--- src/rtl/bj_key_decoder.sv ---
// PS/2 scan-code decoder: tracks F0/E0 prefixes and turns H/S/D make/break codes
// into one-cycle command pulses and per-key held levels, with typematic suppression.
module bj_key_decoder #(
  parameter int unsigned TIMEOUT_CYCLES = 2_500_000,
  parameter logic [7:0]  CODE_HIT       = 8'h33,
  parameter logic [7:0]  CODE_STAND     = 8'h1B,
  parameter logic [7:0]  CODE_DEAL      = 8'h23
) (
  input  logic       CLOCK_50,
  input  logic       resetn,
  input  logic [7:0] received_data,
  input  logic       received_data_en,
  output logic       hit_pulse,
  output logic       stand_pulse,
  output logic       deal_pulse,
  output logic       hit_held,
  output logic       stand_held,
  output logic       deal_held,
  output logic [7:0] last_code,
  output logic       prefix_timeout
);

  localparam int unsigned CntW = (TIMEOUT_CYCLES > 2) ? $clog2(TIMEOUT_CYCLES) : 1;
  localparam logic [CntW-1:0] CntLast = CntW'(TIMEOUT_CYCLES - 1);

  typedef enum logic [1:0] {StIdle, StBrk, StExt, StExtBrk} state_e;

  state_e          r_state, w_state_next;
  logic [CntW-1:0] r_cnt, w_cnt_next;
  logic [2:0]      r_held, w_held_next;   // {deal, stand, hit}
  logic [2:0]      r_pulse, w_pulse_next;
  logic [7:0]      r_last_code, w_last_code_next;
  logic            r_timeout, w_timeout;
  logic [2:0]      w_match;
  logic            w_make, w_brk, w_resp;

  always_comb begin
    w_match      = {received_data == CODE_DEAL, received_data == CODE_STAND,
                    received_data == CODE_HIT};
    w_resp       = (received_data == 8'hAA) || (received_data == 8'hFA) ||
                   (received_data == 8'hFE) || (received_data == 8'hEE);
    w_state_next = r_state;
    w_make       = 1'b0;
    w_brk        = 1'b0;
    w_timeout    = 1'b0;

    if (received_data_en) begin
      unique case (r_state)
        StIdle: begin
          if (received_data == 8'hF0)      w_state_next = StBrk;
          else if (received_data == 8'hE0) w_state_next = StExt;
          else if (!w_resp)                w_make = 1'b1;
        end
        StBrk: begin
          w_brk        = 1'b1;
          w_state_next = StIdle;
        end
        StExt:    w_state_next = (received_data == 8'hF0) ? StExtBrk : StIdle;
        StExtBrk: w_state_next = StIdle;
      endcase
    end else if (r_state != StIdle && r_cnt == CntLast) begin
      // A strobe on the expiry cycle takes the branch above instead.
      w_state_next = StIdle;
      w_timeout    = 1'b1;
    end

    if (received_data_en || r_state == StIdle) w_cnt_next = '0;
    else if (r_cnt != CntLast)                 w_cnt_next = r_cnt + CntW'(1);
    else                                       w_cnt_next = r_cnt;

    w_pulse_next     = w_make ? (w_match & ~r_held) : 3'b000;
    w_held_next      = (r_held | (w_make ? w_match : 3'b000)) & ~(w_brk ? w_match : 3'b000);
    w_last_code_next = w_make ? received_data : r_last_code;
  end

  always_ff @(posedge CLOCK_50) begin
    if (!resetn) begin
      r_state     <= StIdle;
      r_cnt       <= '0;
      r_held      <= 3'b000;
      r_pulse     <= 3'b000;
      r_last_code <= 8'h00;
      r_timeout   <= 1'b0;
    end else begin
      r_state     <= w_state_next;
      r_cnt       <= w_cnt_next;
      r_held      <= w_held_next;
      r_pulse     <= w_pulse_next;
      r_last_code <= w_last_code_next;
      r_timeout   <= w_timeout;
    end
  end

  assign hit_pulse      = r_pulse[0];
  assign stand_pulse    = r_pulse[1];
  assign deal_pulse     = r_pulse[2];
  assign hit_held       = r_held[0];
  assign stand_held     = r_held[1];
  assign deal_held      = r_held[2];
  assign last_code      = r_last_code;
  assign prefix_timeout = r_timeout;

endmodule

--- config.mk ---
export PLATFORM = sky130hd
export DESIGN_NAME = bj_key_decoder
export DESIGN_NICKNAME = d
export VERILOG_FILES = /design/src/rtl/bj_key_decoder.sv
export SDC_FILE = /design/constraint.sdc
export NUM_CORES = 1
export LEC_CHECK = 0
export CORE_ASPECT_RATIO = 0.75
export CORE_MARGIN = 3
export CORE_UTILIZATION = 45
export DETAILED_ROUTE_END_ITERATION = 12
export PLACE_DENSITY = 0.75
export SYNTH_ARGS = -nofsm -noshare
export SYNTH_HDL_FRONTEND = slang
export SYNTH_SLANG_ARGS = --single-unit
--- constraint.sdc ---
create_clock -name CLOCK_50 -period 2.2 [get_ports CLOCK_50]
set_input_delay 0.33 -clock CLOCK_50 [delete_from_list [all_inputs] [get_ports CLOCK_50]]
set_output_delay 0.33 -clock CLOCK_50 [all_outputs]
set_load 0.01 [all_outputs]
==> summary.md, run 1 <==
| Metric | Value |
|---|---|
| Status | `finished, final reports clean` |
| Switching share of power | `0.228` |
| Layout cell share with drive strength beyond 1 | `0.108` |
| Worst hold path type | `flop to flop` |
| Top Ports | `26` |
| P_int | `1.02 mW` |
| Initial DRC count | `~100` |
| CTS max path bufs | `2` |
| Min Tclk post-route | `2070 ps` |
| Synth Warn # | `0` |
| Hold_buf cts | `0` |
| Area of the mapped netlist | `0.00189 mm2` |
| Die Y | `62.2 um` |
| Max-cap check violation count | `0` |
| Vias | `1771` |
| Fin crit share | `0.939` |
| Hold Fails Final Rpt | `0` |
| Port Buf Inserts | `25` |
| Skew final | `approximately 7 ps` |
| Clock latency on the worst-skew pair | `300 ps` |
| Core area | `about 0.0039 mm2` |
| Setup slack, reg-to-reg | `130 ps` |
| First-pass GRT wire length | `7.40 mm` |
| DRC violation count after routing | `0` |
| Fin Setup TNS | `0 ps` |
| Reg2Reg Launch Point | `r_cnt[0]` |
| Post-synth top area share | `0.412` |
| All-layer global routing usage | `0.187` |
| CP Data Arrival Time | `between 2000 and 2500 ps` |
| DR vias/cell | `5.68` |
| Clk sink count | `39` |
| Final-stage net count | `between 200 and 300` |
| Top_reg_cell synth | `dfxtp_1` |
| Clock-pin transition on the worst setup and hold timing paths | `70 ps` |
| Crit-path max FO | `6` |
| Syn nets | `236` |
| DP Worst Slack | `39.9 ps` |
| Psw | `0.301 mW` |
| Part of the power in the clock network | `0.373` |
| EDFF count, synth | `0` |
| Ant diodes | `0` |
| RSZ-0062 raised after global routing | `no` |
| Final Max Slew Viols | `0` |
| DPL Wire Length | `3.11 mm` |
| Final hold slack | `456 ps` |
| Initial antenna violation count | `0` |
| Synth top area cells | `dfxtp_1, nand2_1, a21oi_1` |
| Final WS setup | `134 ps` |
| PwrDens | `559 mW/mm2` |
| CTS root buf | `clkbuf_8` |
| Fraction of registers with async set/reset | `0` |
| Rows | `19` |
| Crit path launch | `r_cnt[0]` |
| Max Clock Freq | `484 MHz` |
| Wire length per cell | `between 10 and 15 um` |
| Crit path required time | `roughly 2400 ps` |
| Number of global-route vias before repair | `1569` |
| Num CTS Buffers | `5` |
| Peak supply drop | `358 uV` |
| Worst r2r path cells | `5` |
| Post-CTS Setup Bufs | `0` |
| WS Path Type | `flop to flop` |
| Synth-to-Final Area Change | `24.8%` |
| Synth unique cells | `42` |
| Area leader, netlist | `dfxtp_1` |
| Syn Area/Cell | `8.46 um2` |
| CTS tree | `yes` |
| Die Wd | `80.9 um` |
| Logic pwr share | `0.082` |
| GRT overflow | `0` |
| Largest net degree at the start of global routing | `20` |
| First drt pass iteration count | `4` |
| Crit. End Element | `flop` |
| Worst slew pin tran | `506 ps` |
| Post-Synthesis Cells | `224` |
| Routability cong. | `0.861` |
| LEAKAGE | `0.769 nW` |
| Die footprint | `0.00503 mm2` |
| Final setup vio count | `0` |
| Htree depth | `2` |
| Yosys reg bits | `39` |
| Overall routed net length | `4.39 mm` |
| Critical Path End | `r_cnt[18]` |
| Cts repair resizes | `0` |
| Reg power frac | `0.545` |
| Crit start category | `flop` |
| FF-to-FF End | `r_cnt[18]` |
| Antenna Violating Nets Remaining | `0` |
| Slew headroom | `0.658` |
| Register area share after synthesis | `0.412` |
| Starting Density | `0.492` |
==> power groups by stage <==
stage                     logic, mW  clock network [mW]  registers [mW]
after global routing          0.117               0.531           0.721
after CTS                     0.108               0.504           0.720
after global placement        0.107                   0           0.736
final                         0.109               0.493           0.720
after detailed placement      0.107                   0           0.736
after floorplan              0.0377                   0           0.741
==> critical path, stage by stage, from the launching register on <==
cell and delay, ps:
dfxtp_1 400, ha_1 210, nand4_1 220, or3_1 530, or4_1 500, a21oi_1 150
==> cells by family after synthesis <==
logic type	synth area share
and+or+nand+nor	0.316
AOI/OAI and AO/OA	0.157
DFF	0.412
buffers and inverters	0.0436
muxes	0.0370
xor gates and xnor gates	0.0277
adders and majority gates	0.00660
==> metrics by stage <==
| step | cell area [um2] | power [mW] | util | cells |
|---|---|---|---|---|
| after floorplan | 1890 | 0.779 | - | 224 |
| after global placement | 2280 | 0.844 | 0.591 | 305 |
| after detailed placement | 2280 | 0.844 | 0.591 | 305 |
| after CTS | 2360 | 1.33 | 0.614 | 312 |
| after global routing | 2360 | 1.37 | 0.614 | 312 |
| final | 2360 | 1.32 | 0.614 | 312 |
==> worst min-delay path by stage <==
stage,start,endpoint,slack (ps),depth (start not counted)
global placement,last_code[0],last_code[0],440,2
global route,last_code[6],last_code[6],480,2
CTS,last_code[0],last_code[0],460,2
finish,r_held[2],r_pulse[2],460,1
detailed placement,r_held[1],r_pulse[1],440,1
floorplan,r_cnt[8],r_cnt[8],460,2
==> cell usage after synthesis (all sizes together), types with 2 or more instances <==
cell,n
dfxtp,39
nand2,25
a21oi,16
o21ai,13
nor2,12
or4,11
inv,10
clkbuf,9
nand3,9
nor3,9
mux2i,7
o31ai,6
or3,6
nor4,5
xnor2,5
and4,4
nand2b,4
nand4,4
nand3b,3
nand4bb,3
nor4b,3
a211oi,2
a22o,2
a31oi,2
o211ai,2
==> cell type report <==
type	count	area [um2]
clock buffers	6	82.6
clock inverters	1	5.00
fillers	345	1490
inverters	10	37.5
multi-input cells	165	1040
flip-flops and latches	39	781
well taps	52	65.1
repair buffers	39	355
==> metal layers <==
metal  wire (um)  share of wire  vias to the layer above  GRT usage
li1            -              -                      902          -
met1        2260           0.52                      823      0.273
met2        1840           0.42                       42      0.253
met3         226          0.052                        4     0.0419
met4          55          0.013                        0     0.0928
met5           0              0                        -          0
==> sequential cells by signal, indices dropped and copies added (netlist names) <==
register,count
prefix_timeout,1
last_code,8
r_cnt,22
r_state,2
r_pulse,3
r_held,3
==> layout by cell type (no fill, tap or decap), types with 2 or more instances in the layout <==
| cell | n |
|---|---|
| a211oi_1 | 2 |
| inv_1 | 10 |
| nand4bb_1 | 3 |
| clkdlybuf4s50_1 | 25 |
| o21ai_1 | 2 |
| dfxtp_1 | 39 |
| nor2_1 | 12 |
| nand4_1 | 4 |
| a21oi_1 | 16 |
| o21ai_0 | 11 |
| nor4b_1 | 3 |
| o211ai_1 | 2 |
| a22o_1 | 2 |
| nor4_1 | 4 |
| clkbuf_8 | 6 |
| xnor2_1 | 5 |
| or4_1 | 10 |
| nand2_1 | 24 |
| a31oi_1 | 2 |
| nand2b_1 | 4 |
| and4_1 | 4 |
| o31ai_1 | 6 |
| buf_4 | 14 |
| nor3_1 | 9 |
| or3_1 | 6 |
| mux2i_1 | 7 |
| nand3_1 | 8 |
| nand3b_1 | 3 |
No activity file was read; power rests on OpenSTA's default activity.
==> inputs of run 2 (changes only) <==
--- a/config.mk
+++ b/config.mk
@@ -9,7 +9,8 @@
 export CORE_MARGIN = 3
 export CORE_UTILIZATION = 45
 export DETAILED_ROUTE_END_ITERATION = 12
-export PLACE_DENSITY = 0.75
+export MAX_ROUTING_LAYER = met4
+export PLACE_DENSITY_LB_ADDON = 0.08
 export SYNTH_ARGS = -nofsm -noshare
 export SYNTH_HDL_FRONTEND = slang
 export SYNTH_SLANG_ARGS = --single-unit
==> run 2 against run 1 <==
  * Clock power fell by 4.3%
  * Sequential power about the same
  * Die area did not move
  * Setup slack improved by 43 ps
  * Count of clock-buffer cells in the layout up 1
  * Clock skew shrank 0.91 ps
  * Highest routed layer unchanged
==> summary.md, run 2 (synthesis results as in run 1) <==
| Metric | Value |
|---|---|
| Status | `finished, final reports clean` |
| Clock-pin transition on the worst setup and hold timing paths | `70 ps` |
| Port Buf Inserts | `25` |
| Starting Density | `0.492` |
| DPL Wire Length | `3.09 mm` |
| All-layer global routing usage | `0.193` |
| First drt pass iteration count | `4` |
| GRT overflow | `0` |
| Delay-heaviest family, CP | `simple AND/OR/NAND/NOR gates` |
| Final WS setup | `176 ps` |
| Peak supply drop | `363 uV` |
| Final-stage net count | `271` |
| Routability cong. | `0.844` |
| Max Clock Freq | `between 400 and 500 MHz` |
| Slew headroom | `0.609` |
| CTS root buf | `clkbuf_8` |
| Number of global-route vias before repair | `roughly 1500` |
| Worst Path Buf+Inv | `0` |
| P_int | `0.995 mW` |
| Clk sink count | `39` |
| Overall routed net length | `4.32 mm` |
| Rows | `19` |
| Worst hold path type | `flop to flop` |
| First-pass GRT wire length | `7.47 mm` |
| Initial DRC count | `171` |
| Placed Area | `0.00227 mm2` |
| Filler instances | `356` |
| Ant diodes | `0` |
| CTS tree | `yes` |
| Min Tclk post-route | `2020 ps` |
| Switching share of power | `0.233` |
| Die Y | `62.2 um` |
| CP max stage delay | `730 ps` |
| Most common cell after layout, fill and taps aside | `dfxtp_1` |
| Clock latency on the worst-skew pair | `300 ps` |
| Design Area, Final | `0.00235 mm2` |
| CP cell instances | `ha_1 > nand4_1 > or4_1 > o21ai_1 > mux2i_1` |
| Crit. End Element | `flop` |
| Final Max Slew Viols | `0` |
| Wire length per cell | `13.8 um` |
| Crit-path max FO | `8` |
| Most frequent cells in the layout | `dfxtp_1, clkdlybuf4s50_1, nand2_1` |
| CP max-delay cell | `or4_1` |
| Reg power frac | `0.555` |
| Part of the power in the clock network | `0.364` |
| Initial antenna violation count | `0` |
| WS Path Type | `flop to flop` |
| Worst slew pin tran | `582 ps` |
| DR vias/cell | `about 5.5` |
| Skew final | `between 6 and 7 ps` |
| Hold Fails Final Rpt | `0` |
| Biggest register | `r_cnt` |
| Crit start category | `flop` |
| Synth-to-Final Area Change | `24.3%` |
| Final setup vio count | `0` |
| CP Data Arrival Time | `2260 ps` |
| Htree depth | `2` |
| Largest net degree at the start of global routing | `20` |
| Max reg flops | `22` |
| DRC violation count after routing | `0` |
| Die footprint | `between 0.005 and 0.006 mm2` |
| Hold_buf cts | `0` |
| Vias | `1731` |
| Post-CTS Setup Bufs | `0` |
| Layout cell share with drive strength beyond 1 | `0.104` |
| CTS max path bufs | `2` |
| RSZ-0062 raised after global routing | `no` |
| Max-cap check violation count | `0` |
| DP Worst Slack | `between 80 and 90 ps` |
| LEAKAGE | `approximately 0.76 nW` |
| Psw | `0.302 mW` |
| PwrDens | `551 mW/mm2` |
| Logic pwr share | `0.081` |
| Crit path required time | `approximately 2400 ps` |
| Core area | `0.00385 mm2` |
| Top Ports | `26` |
| Num CTS Buffers | `5` |
| Antenna Violating Nets Remaining | `0` |
| Die Wd | `a little over 80 um` |
| Fin crit share | `0.920` |
| Fin Setup TNS | `0 ps` |
## run 2: timing repair
action | in CTS | in global routing
gates resized for setup | 0 | 1
endpoints found under the setup margin | 0 | 1
endpoints found under the hold margin | 0 | 0
## run 2: path summary, 6_finish.rpt
kind                                   start  slack, ps      endpoint  cells after the start
worst max register to register      r_cnt[0]        180      r_cnt[2]                      5
worst max-delay path                r_cnt[0]        180      r_cnt[2]                      5
worst min-delay path            last_code[0]        460  last_code[0]                      2
worst min register to register  last_code[0]        460  last_code[0]                      2
## run 2: worst reg2reg max path, cell delays in order (launching register included)
cell     delay (ps)
dfxtp_1         390
ha_1            210
nand4_1         230
or4_1           730
o21ai_1         220
mux2i_1         190
## run 2: power by group through the flow
stage | registers [mW] | clock network, mW | logic, mW
detailed placement | 0.736 | 0 | 0.104
global route | 0.721 | 0.509 | 0.115
global placement | 0.737 | 0 | 0.104
finish | 0.720 | 0.472 | 0.105
CTS | 0.720 | 0.480 | 0.105
floorplan | 0.741 | 0 | 0.0377
## run 2: area by class of cell
class / count / area [um2] / area share
Clock buffer: 7 / 76.3 / 0.0324
Multi-Input combinational cell: 165 / 1040 / 0.443
Inverter: 10 / 37.5 / 0.0159
Tap cell: 52 / 65.1 / 0.0276
Sequential cell: 39 / 781 / 0.332
Clock inverter: 1 / 5.00 / 0.00213
Timing Repair Buffer: 38 / 348 / 0.148
## run 2: through the flow
step / std cells / hold WS, ps / util / total power [mW]
2_1_floorplan: 224 / 458 / - / 0.779
3_3_place_gp: 304 / 440 / 0.589 / 0.841
3_5_place_dp: 304 / 446 / 0.589 / 0.840
4_1_cts: 312 / 459 / 0.610 / 1.30
5_1_grt: 312 / 486 / 0.611 / 1.34
6_report: 312 / 457 / 0.611 / 1.30
## run 2: per-layer routing
layer  up-vias  wire length, um  global-route usage
met1       784             2470               0.321
met5         -                0                   -
met4         0               55              0.0633
li1        902                -                   -
met2        38             1600               0.211
met3         7              190              0.0477
==> inputs of run 3 (changes only) <==
--- a/config.mk
+++ b/config.mk
@@ -5,7 +5,7 @@
 export SDC_FILE = /design/constraint.sdc
 export NUM_CORES = 1
 export LEC_CHECK = 0
-export CORE_ASPECT_RATIO = 0.75
+export CORE_ASPECT_RATIO = 0.5
 export CORE_MARGIN = 3
 export CORE_UTILIZATION = 45
 export DETAILED_ROUTE_END_ITERATION = 12
==> run 3 against run 2 <==
  * Via count up 1.0%
  * Maximum frequency down 0.42%
  * Critical path depth unchanged
  * Sequential cell count unchanged
  * Combinational power about the same
  * Non-clock buffer count down 2
  * Hold slack better by 4.4 ps
  * Critical endpoint is now r_cnt[18]
  * Sequential share of layout area down 0.21 points
  * Global-route usage down 1.1 points
  * Final cell count down 0.96%
  * Wire length down 5.5%
==> summary.md, run 3 (synthesis results as in run 1) <==
| Metric | Value |
|---|---|
| Status | `finished, final reports clean` |
| CP max-delay cell | `or3_1` |
| Initial antenna violation count | `0` |
| CP max stage delay | `~540 ps` |
| Fin crit share | `0.924` |
| Most common cell after layout, fill and taps aside | `dfxtp_1` |
| Core area | `roughly 0.0037 mm2` |
| Crit. End Element | `flop` |
| Layout cell share with drive strength beyond 1 | `0.101` |
| Cts repair resizes | `0` |
| CTS tree | `yes` |
| Hold_buf cts | `0` |
| Wire length per cell | `13.2 um` |
| WS Path Type | `flop to flop` |
| CP cell instances | `ha_1 > nand4_1 > or3_1 > or4_1 > a21oi_1` |
| Routability cong. | `about 0.78` |
| Rows | `15` |
| First-pass GRT wire length | `7.22 mm` |
| Final WS setup | `168 ps` |
| GRT overflow | `0` |
| Top Ports | `26` |
| CTS max path bufs | `2` |
| Vias | `roughly 1700` |
| DP Worst Slack | `128 ps` |
| Delay-heaviest family, CP | `simple AND/OR/NAND/NOR gates` |
| Overall routed net length | `4.08 mm` |
| Min Tclk post-route | `a little over 2000 ps` |
| Max reg flops | `22` |
| All-layer global routing usage | `0.182` |
| GR Layer Usage met3 | `0.0482` |
| DR vias/cell | `around 5.7` |
| Max Clock Freq | `approximately 490 MHz` |
| Crit-path max FO | `7` |
| Biggest register | `r_cnt` |
| CTS root buf | `clkbuf_8` |
| First drt pass iteration count | `4` |
| Met1 usage | `0.231` |
| Synth-to-Final Area Change | `25.1%` |
| Crit start category | `flop` |
| Htree depth | `2` |
| LEAKAGE | `around 0.77 nW` |
| Final-stage net count | `269` |
| Crit path required time | `about 2400 ps` |
| Fin Setup TNS | `0 ps` |
| Num CTS Buffers | `5` |
| Post-CTS Setup Bufs | `0` |
| Die Wd | `97.8 um` |
| Number of global-route vias before repair | `approximately 1600` |
| Worst hold path type | `flop to flop` |
| Largest net degree at the start of global routing | `20` |
| DPL Wire Length | `2.90 mm` |
| Max-cap check violation count | `0` |
| GRT Max-Usage Layer | `met2` |
| Final Max Slew Viols | `0` |
| Starting Density | `0.510` |
| RSZ-0062 raised after global routing | `no` |
| CP Data Arrival Time | `2260 ps` |
| Worst slew pin tran | `roughly 550 ps` |
| Die Y | `51.9 um` |
| Met2 usage | `0.285` |
| Die footprint | `0.00507 mm2` |
| Clock latency on the worst-skew pair | `290 ps` |
| PwrDens | `608 mW/mm2` |
| Hold Fails Final Rpt | `0` |
| Worst Path Buf+Inv | `0` |
| Antenna Violating Nets Remaining | `0` |
| Peak supply drop | `around 270 uV` |
| Initial DRC count | `slightly above 60` |
| Ant diodes | `0` |
| Port Buf Inserts | `25` |
| Skew final | `roughly 5.5 ps` |
| DRC violation count after routing | `0` |
| Clk sink count | `39` |
| Clock-pin transition on the worst setup and hold timing paths | `80 ps` |
| Final setup vio count | `0` |
| Most frequent cells in the layout | `dfxtp_1, clkdlybuf4s50_1, nand2_1` |
| Slew headroom | `0.630` |
## run 3: changes by cell type in the layout (fill, tap and decap cells not counted), sizes merged
cell	previous run	this run
buf	13	11
bufinv	0	1
clkbuf	7	6
## run 3: power by group
| group | total (mW) | leakage, nW | internal (mW) | switching, mW |
|---|---|---|---|---|
| combinational | 0.102 | 0.391 | 0.0570 | 0.0451 |
| sequential | 0.721 | 0.316 | 0.715 | 0.00545 |
| clock | 0.618 | 0.0612 | 0.367 | 0.251 |
## run 3: layer usage
layer  wire length, um  vias to the layer above  share of wire
met1              2130                      809           0.52
met4                59                        0          0.014
li1                  -                      904              -
met2              1740                       28           0.43
met5                 0                        -              0
met3               150                        8          0.037
## run 3: final timing paths
path	start	cells after the start	to	slack (ps)
hold reg to reg	r_held[1]	1	r_pulse[1]	460
setup / recovery	r_cnt[0]	5	r_cnt[18]	170
hold / removal	r_held[1]	1	r_pulse[1]	460
setup reg to reg	r_cnt[0]	5	r_cnt[18]	170
## run 3: cell type report
class,instances,area (um2)
fillers,327,1350
multi-input cells,165,1040
flip-flops and latches,39,781
repair buffers,36,333
clock buffers,6,82.6
well taps,51,63.8
inverters,10,37.5
clock inverters,2,35.0
## run 3: metrics by stage
stage / std cells / util / cell area (um2) / hold WS, ps / power [mW]
floorplan: 224 / - / 1890 / 458 / 0.779
global placement: 301 / 0.606 / 2250 / 452 / 0.838
detailed placement: 301 / 0.606 / 2250 / 446 / 0.838
CTS: 309 / 0.638 / 2370 / 465 / 1.45
global route: 309 / 0.638 / 2370 / 494 / 1.50
finish: 309 / 0.638 / 2370 / 461 / 1.44
